`src/rtl/product_bcd_converter.sv`:
```
// product_bcd_converter: sequential double-dabble of a signed-magnitude product into packed BCD.
// Optional leading-zero blanking mask enabled by defining LEADING_ZERO_BLANK_EN.
module product_bcd_converter #(
  parameter int WIDTH  = 15,
  parameter int DIGITS = 5
) (
  input  logic                  clk,
  input  logic                  rst_n,
  input  logic                  start,
  input  logic [WIDTH-1:0]      product,
  input  logic                  sign,
  output logic                  busy,
  output logic                  done,
  output logic [4*DIGITS-1:0]   bcd,
  output logic                  neg,
  output logic [DIGITS-1:0]     digit_blank
);
  localparam int CW = $clog2(WIDTH + 1);
  localparam int BW = 4 * DIGITS;
  if (10 ** DIGITS <= 2 ** WIDTH - 1) begin : g_digits_too_few
    $error("DIGITS too small to hold 2**WIDTH-1");
  end
  typedef enum logic [1:0] {IDLE, CONV, DONE} state_t;
  state_t state, state_n;
  logic [WIDTH-1:0] shift_q, shift_n;
  logic [BW-1:0] scr_q, adj, scr_n;
  logic [CW-1:0] cnt_q;
  logic neg_q, accept, last;
  always_comb begin
    adj = scr_q;
    for (int i = 0; i < DIGITS; i++)
      adj[4*i+:4] = scr_q[4*i+:4] >= 4'd5 ? scr_q[4*i+:4] + 4'd3 : scr_q[4*i+:4];
  end
  assign scr_n   = {adj[BW-2:0], shift_q[WIDTH-1]};
  assign shift_n = {shift_q[WIDTH-2:0], 1'b0};
  assign accept  = start && state != CONV;
  assign last    = state == CONV && cnt_q == CW'(WIDTH - 1);
  assign busy    = state == CONV;
  assign done    = state == DONE;
  always_comb begin
    state_n = accept ? CONV : state == CONV ? (last ? DONE : CONV) : IDLE;
  end
  always_ff @(posedge clk) begin
    if (!rst_n) begin
      state   <= IDLE;
      shift_q <= '0;
      scr_q   <= '0;
      cnt_q   <= '0;
      neg_q   <= 1'b0;
      bcd     <= '0;
      neg     <= 1'b0;
    end else begin
      state <= state_n;
      if (accept) begin
        shift_q <= product;
        scr_q   <= '0;
        cnt_q   <= '0;
        neg_q   <= sign && |product;
      end else if (state == CONV) begin
        shift_q <= shift_n;
        scr_q   <= scr_n;
        cnt_q   <= cnt_q + 1'b1;
      end
      if (last) begin
        bcd <= scr_n;
        neg <= neg_q;
      end
    end
  end
`ifdef LEADING_ZERO_BLANK_EN
  logic [DIGITS-1:0] blank_n;
  logic z;
  // digit i blanks when it and every higher digit are zero; units digit never blanks
  always_comb begin
    blank_n = '0;
    z = 1'b1;
    for (int i = DIGITS - 1; i >= 1; i--) begin
      z = z && scr_n[4*i+:4] == 4'd0;
      blank_n[i] = z;
    end
  end
  always_ff @(posedge clk) begin
    if (!rst_n) digit_blank <= '0;
    else if (last) digit_blank <= blank_n;
  end
`else
  assign digit_blank = '0;
`endif
endmodule

```
`config.mk`:
```
export PLATFORM = sky130hd
export DESIGN_NAME = product_bcd_converter
export DESIGN_NICKNAME = d
export VERILOG_FILES = /design/src/rtl/product_bcd_converter.sv
export SDC_FILE = /design/constraint.sdc
export NUM_CORES = 1
export LEC_CHECK = 0
export BUFFER_PORTS_ARGS = -buffer_cell sky130_fd_sc_hd__buf_2
export CAP_MARGIN = 5
export CORE_UTILIZATION = 39
export DETAILED_ROUTE_END_ITERATION = 12
export PLACE_DENSITY = 0.58
export REMOVE_ABC_BUFFERS = 1
export SLEW_MARGIN = 15
export SYNTH_ARGS = -nofsm -noshare
export SYNTH_HDL_FRONTEND = slang
export SYNTH_SLANG_ARGS = --single-unit
```
`constraint.sdc`:
```
create_clock -name clk -period 2.6 [get_ports clk]
set_input_delay 0.13 -clock clk [delete_from_list [all_inputs] [get_ports clk]]
set_output_delay 0.13 -clock clk [all_outputs]
set_load 0.1 [all_outputs]
```
=== After elaboration in Yosys (flattened, before gate mapping) ===
Index checks and enable logic that the tools add are counted.

* Register bits: 63
* Bits of input ports: 19
* Word-level logic and storage cells: 42

* Add/subtract/negate cells: 6
* $lt $le $gt $ge: 5
* Eq/ne operators: 4
* Multiplexer cells: 10
* Bitwise operators: 2
* Reduce and logical (&&, ||, !) cells: 7

{| class="wikitable"
|+ Operators by type and width
! operator !! number
|-
| $mux 15 || 2
|-
| $ge 4x3->1 const B || 5
|-
| $add 4x2->4 const B || 4
|-
| $mux 4 || 4
|-
| $reduce_or 15->1 || 1
|-
| $add 4x1->4 const B || 1
|-
| $eq 4x4->1 const B || 1
|-
| $add 3x2->3 const B || 1
|-
| $logic_and 1x1->1 || 3
|-
| $mux 3 || 1
|-
| $reduce_or 3->1 || 1
|-
| $eq 2x1->1 const B || 1
|-
| $eq 2x2->1 const B || 1
|-
| $mux 1 || 2
|-
| $mux 2 || 1
|-
| $ne 2x1->1 const B || 1
|-
| $not 1->1 || 2
|-
| $reduce_bool 2->1 || 1
|-
| $reduce_or 2->1 || 1
|}

=== Logic depth before layout (Yosys ltp) ===
* Depth in word-level cells: 5
* Depth in mapped cells: 7
* Depth with buffers taken out: 6

=== Worst setup path before layout ===
No wires, ideal clock.

* Path kind: register to register
* From: register scr_q[8]
* To: register scr_q[10]
* Setup time: 0.077 ns
* Arrival time: 1.352 ns
* Data required time: 2.523 ns
* Path slack: 1.170 ns
* Cell stages (with the launch flop): 7
* Path buffers: 0
* Clock period less this slack: 1.430 ns
* Cell sequence: dfxtp_1 > inv_1 > ha_1 > nand2b_1 > a21oi_1 > mux2_2 > o22ai_1

* Longest elaborated chain between the ends: 2
* Elaborated cells between the ends (all ways): 3
* Those cells by class: add/sub (1); order compare (1); mux (1)

{| class="wikitable"
|+ Ends and longest elaborated chain
! what !! RTL line !! text
|-
| start, declared || 26 || <nowiki>logic [BW-1:0] scr_q, adj, scr_n;</nowiki>
|-
| start signal, assigned || 61 || <nowiki>scr_q <= scr_n;</nowiki>
|-
| $add 4x2->4 or $ge 4x3->1 (tied branches) || 32 || <nowiki>adj[4*i+:4] = scr_q[4*i+:4] >= 4'd5 ? scr_q[4*i+:4] + 4'd3 : scr_q[4*i+:4];</nowiki>
|-
| $mux 4 * || 32 ||
|}

Mark *: on every way between the ends. The rest lies on a longest branch, timed or not.
A chain may end at the register's enable or synchronous reset.

=== Final worst setup path ===
* From: register state[1]
* To: output port busy

* Longest elaborated chain between the ends: 1

{| class="wikitable"
|+ Ends and longest elaborated chain
! what !! RTL line !! text
|-
| start, declared || 24 || <nowiki>state_t state, state_n;</nowiki>
|-
| start signal, assigned || 53 || <nowiki>state <= state_n;</nowiki>
|-
| $eq 2x1->1 || 38 || <nowiki>assign busy = state == CONV;</nowiki>
|-
| end, declared || 12 || <nowiki>output logic busy,</nowiki>
|}

Every way passes these cells.

==> PnR_summary.wiki <==
{| class="wikitable"
! Metric !! Value
|-
| Outcome || finished, final reports clean
|-
| Hold bufs inserted after CTS || 0
|-
| Count of instances resized after the clock tree is built || 0
|-
| Worst Reg2Reg Path Length in Cells || 5
|-
| Full die area || 7720 µm²
|-
| R2r setup slk || between 800 and 900 ps
|-
| Number of sinks on the clock net || between 60 and 70
|-
| Die outline height || 87.8 µm
|-
| Net switching share of the total power || 24.1%
|-
| Detailed-placement wirelength estimate || approximately 3.8 mm
|-
| Register area share after synthesis || a little over two fifths
|-
| Met1 wire length || approximately 2.7 mm
|-
| Adder and majority gate portion of the synthesized area || 5.22%
|-
| Number of core rows || 30
|-
| Highest metal layer with signal wires || met4
|-
| Most frequent cell after synthesis || sky130_fd_sc_hd__dfxtp_1
|-
| End-of-flow core utilization || approximately 47%
|-
| Buffers on Ports || 41
|-
| PwrDens || 650 nW/µm²
|-
| Pins over their slew limit || 0
|-
| Critical-path maximum fanout || 47
|-
| Minimum clock period after layout || 2030 ps
|-
| Number of inserted filler cells in the final layout || about 670
|-
| Top-level port count || between 40 and 50
|-
| Max-capacitance violation count || 0
|-
| Cell chosen for the clock root || sky130_fd_sc_hd__clkbuf_8
|-
| Count of cell types in the netlist || 38
|-
| Initial standard-cell utilization of the core || between 40% and 50%
|-
| Per-cell via count in the routed design || approximately 5.1
|-
| Total number of vias || about 2200
|-
| Critical path data required time || roughly 2500 ps
|-
| Clock tree skew after final layout || just under 6 ps
|-
| Static leakage power || ~0.0014 µW
|-
| CORE AREA || roughly 6900 µm²
|-
| Vias in the first global route || roughly 2000
|-
| Maximum VDD drop || 0.000279 V
|-
| Combined area of all synthesized cells || around 2900 µm²
|-
| Combinational family with the most area after synthesis || compound AO/OA/AOI/OAI gates
|-
| Pin count of the biggest net entering global routing || between 40 and 50
|-
| Horizontal extent of the die || 87.8 µm
|-
| Maximum clock insertion buffer count || 2
|-
| Per-instance average area after synthesis || just under 10 µm²
|-
| Source of the worst register-to-register timing path || state[1]
|-
| Number of remaining DRC errors || 0
|-
| Clock-pin slew reported for the worst setup and hold paths after clock tree synthesis || ~60 ps
|-
| Antenna Violating Nets Remaining || 0
|-
| Post-synthesis cell count || just under 300
|-
| Combinational power share || 9.6%
|-
| Total wire length || 5.73 mm
|-
| Classification of the worst-slack hold path || in2reg
|-
| Final RePlAce weighted congestion || around 0.77
|-
| Total power after layout || roughly 2100 µW
|-
| Multi-input gate area || ~1400 µm²
|-
| Synth area leaders || sky130_fd_sc_hd__dfxtp_1 (44%), sky130_fd_sc_hd__o2bb2ai_1 (5.8%), sky130_fd_sc_hd__ha_1 (5.2%), sky130_fd_sc_hd__mux2i_1 (5.2%), sky130_fd_sc_hd__o211a_1 (4.9%)
|-
| Proportion of synthesized area in mux cells || under 10%
|-
| Synthesis-to-finish area growth || 14.3%
|-
| Data arrival time at the worst-slack endpoint || around 1900 ps
|-
| Clock Latency Late Sink || between 300 and 400 ps
|-
| Transition time of the tightest slew-check pin || about 550 ps
|-
| WHS Endpoint || neg_q
|-
| Most area-hungry cell type in the Yosys netlist || sky130_fd_sc_hd__dfxtp_1
|-
| Crit path capture type || primary output
|-
| Share of flip-flops with an asynchronous set or reset after synthesis || 0%
|-
| Hold Slack || ~52 ps
|-
| Endpoint of the worst register-to-register path || bcd[0]
|-
| Sequential cell area || about 1300 µm²
|-
| Hold path startpoint || sign
|-
| Clock power frac || about 43%
|-
| Sequential power share || between 40% and 50%
|-
| Met3 wire length || around 290 µm
|-
| Drt first-iter violations || 84
|-
| Top FF cell, synth || sky130_fd_sc_hd__dfxtp_1
|-
| Total CTS buffers || 9
|-
| Number of setup buffers added after CTS || 0
|-
| Average wire per standard cell || between 10 and 15 µm
|-
| Setup repair after global routing missed its margin || no
|-
| Fraction of final layout cells sized beyond drive strength 1 || between 20% and 30%
|-
| First-pass GRT wire length || about 9.6 mm
|-
| Max_slew headroom || 63.0%
|-
| Highest clock rate || about 490 MHz
|-
| Final setup violation count || 0
|-
| Total Nets Final || ~360
|-
| Synth Warn # || 0
|-
| GR Overflow Total || 0
|-
| Most frequent cells after synthesis || sky130_fd_sc_hd__dfxtp_1 (63), sky130_fd_sc_hd__nand2_1 (31), sky130_fd_sc_hd__a21oi_1 (20), sky130_fd_sc_hd__o2bb2ai_1 (19), sky130_fd_sc_hd__mux2i_1 (15)
|-
| Final hold violation count || 0
|-
| Setup TNS || 0 ps
|-
| GRT Resource Usage Total || between 10% and 20%
|-
| Xor/xnor cell area share of the yosys netlist || roughly 2.4%
|-
| Critical path class || reg2out
|-
| First-pass DRT Iterations || 4
|-
| Count of H-tree levels built during CTS || 3
|-
| Period utilisation layout || around four fifths
|-
| Share of the synthesized area in the top cell type || between 40 and 50%
|-
| Number of flops mapped to enable cells by yosys || 0
|-
| Worst hold path cell count || 3
|-
| CTS tree || yes
|-
| #FFs+latches synth || 63
|-
| CP startpoint kind || flop
|-
| Area fraction in compound gates after synthesis || just over 20%
|-
| Antenna diodes || 0
|-
| Met2 Wirelength || 2.75 mm
|-
| Net Sw Power || around 520 µW
|-
| Simple-Gate Fraction of Synth Area || 13.8%
|-
| Number of antenna violations at the first check in global routing || 0
|-
| Internal power contribution || between 1500 and 2000 µW
|}
-- worst max-delay path by stage --
stage / start / to / slack (ps) / cells after the start
after floorplan: state[1] / bcd[0] / 840 / 5
after global placement: state[1] / bcd[0] / 880 / 5
after detailed placement: state[1] / bcd[0] / 840 / 5
after CTS: state[1] / busy / 540 / 4
after global routing: state[0] / busy / 460 / 4
final: state[1] / busy / 570 / 4
-- layout make-up --
cell class | instances | area share [%]
Sequential cell | 63 | 38.4
Multi-Input combinational cell | 203 | 43.4
Clock buffer | 11 | 4.30
Inverter | 13 | 1.64
Timing Repair Buffer | 42 | 6.48
Clock inverter | 4 | 2.13
Tap cell | 96 | 3.66
-- registers in the layout, summed over array words and instances (netlist names) --
| signal | count |
|---|---|
| scr_q | 20 |
| neg | 1 |
| shift_q | 15 |
| neg_q | 1 |
| state | 2 |
| cnt_q | 4 |
| bcd | 20 |
-- stage by stage --
step           cells  setup WS, ps  area, µm²
4_1_cts          432           537       3280
3_5_place_dp     417           843       3070
5_1_grt          432           457       3280
6_report         432           570       3280
3_3_place_gp     417           875       3070
2_1_floorplan    279           844       2740
-- power by group through the flow --
stage	sequential [µW]	combinational [µW]	clock, µW
2_1_floorplan	1030	150	0
3_3_place_gp	1040	204	0
3_5_place_dp	1040	208	0
4_1_cts	1010	208	943
5_1_grt	1020	230	989
6_report	1010	206	916
-- layer usage --
layer / track usage, % / vias to the layer above
li1: - / 1125
met1: 19.7 / 1000
met2: 27.6 / 55
met3: 7.26 / 2
met4: 4.92 / 0
met5: 0 / -
-- cells by family after synthesis --
family                   count (synthesis)
AO/OA/AOI/OAI                           81
AND/OR/NAND/NOR                         77
flip-flops                              63
buffers and inverters                   35
multiplexers                            20
adder cells (fa/ha/maj)                 12
XOR/XNOR                                 8
other                                    1
-- worst max-delay path, stage by stage (launching register included) --
cell	delay (ps)
sky130_fd_sc_hd__dfxtp_1	310
sky130_fd_sc_hd__nand2b_4	370
sky130_fd_sc_hd__inv_4	120
sky130_fd_sc_hd__buf_4	270
sky130_fd_sc_hd__buf_2	480
-- cell usage in the layout (no fill, tap or decap), types with 2 or more instances in the layout --
cell type,netlist,layout
sky130_fd_sc_hd__dfxtp_1,63,63
sky130_fd_sc_hd__buf_2,8,41
sky130_fd_sc_hd__nand2_1,31,31
sky130_fd_sc_hd__a21oi_1,20,20
sky130_fd_sc_hd__o2bb2ai_1,19,19
sky130_fd_sc_hd__mux2i_1,15,15
sky130_fd_sc_hd__o211a_1,14,14
sky130_fd_sc_hd__nor2_1,14,14
sky130_fd_sc_hd__ha_1,12,12
sky130_fd_sc_hd__inv_1,11,11
sky130_fd_sc_hd__o22ai_1,10,10
sky130_fd_sc_hd__clkbuf_8,0,10
sky130_fd_sc_hd__o21ai_0,9,9
sky130_fd_sc_hd__nor3b_1,8,8
sky130_fd_sc_hd__xnor2_1,6,6
sky130_fd_sc_hd__nand2b_1,5,5
sky130_fd_sc_hd__mux2_2,5,5
sky130_fd_sc_hd__a211oi_1,5,5
sky130_fd_sc_hd__nand3_1,5,5
sky130_fd_sc_hd__conb_1,1,5
sky130_fd_sc_hd__nand2_2,3,3
sky130_fd_sc_hd__nor4_1,3,3
sky130_fd_sc_hd__inv_4,2,2
sky130_fd_sc_hd__xor2_1,2,2
sky130_fd_sc_hd__a22o_1,2,2
sky130_fd_sc_hd__clkinv_2,0,2
sky130_fd_sc_hd__bufinv_16,0,2
Note: power is estimated with default switching activity, not from simulation.
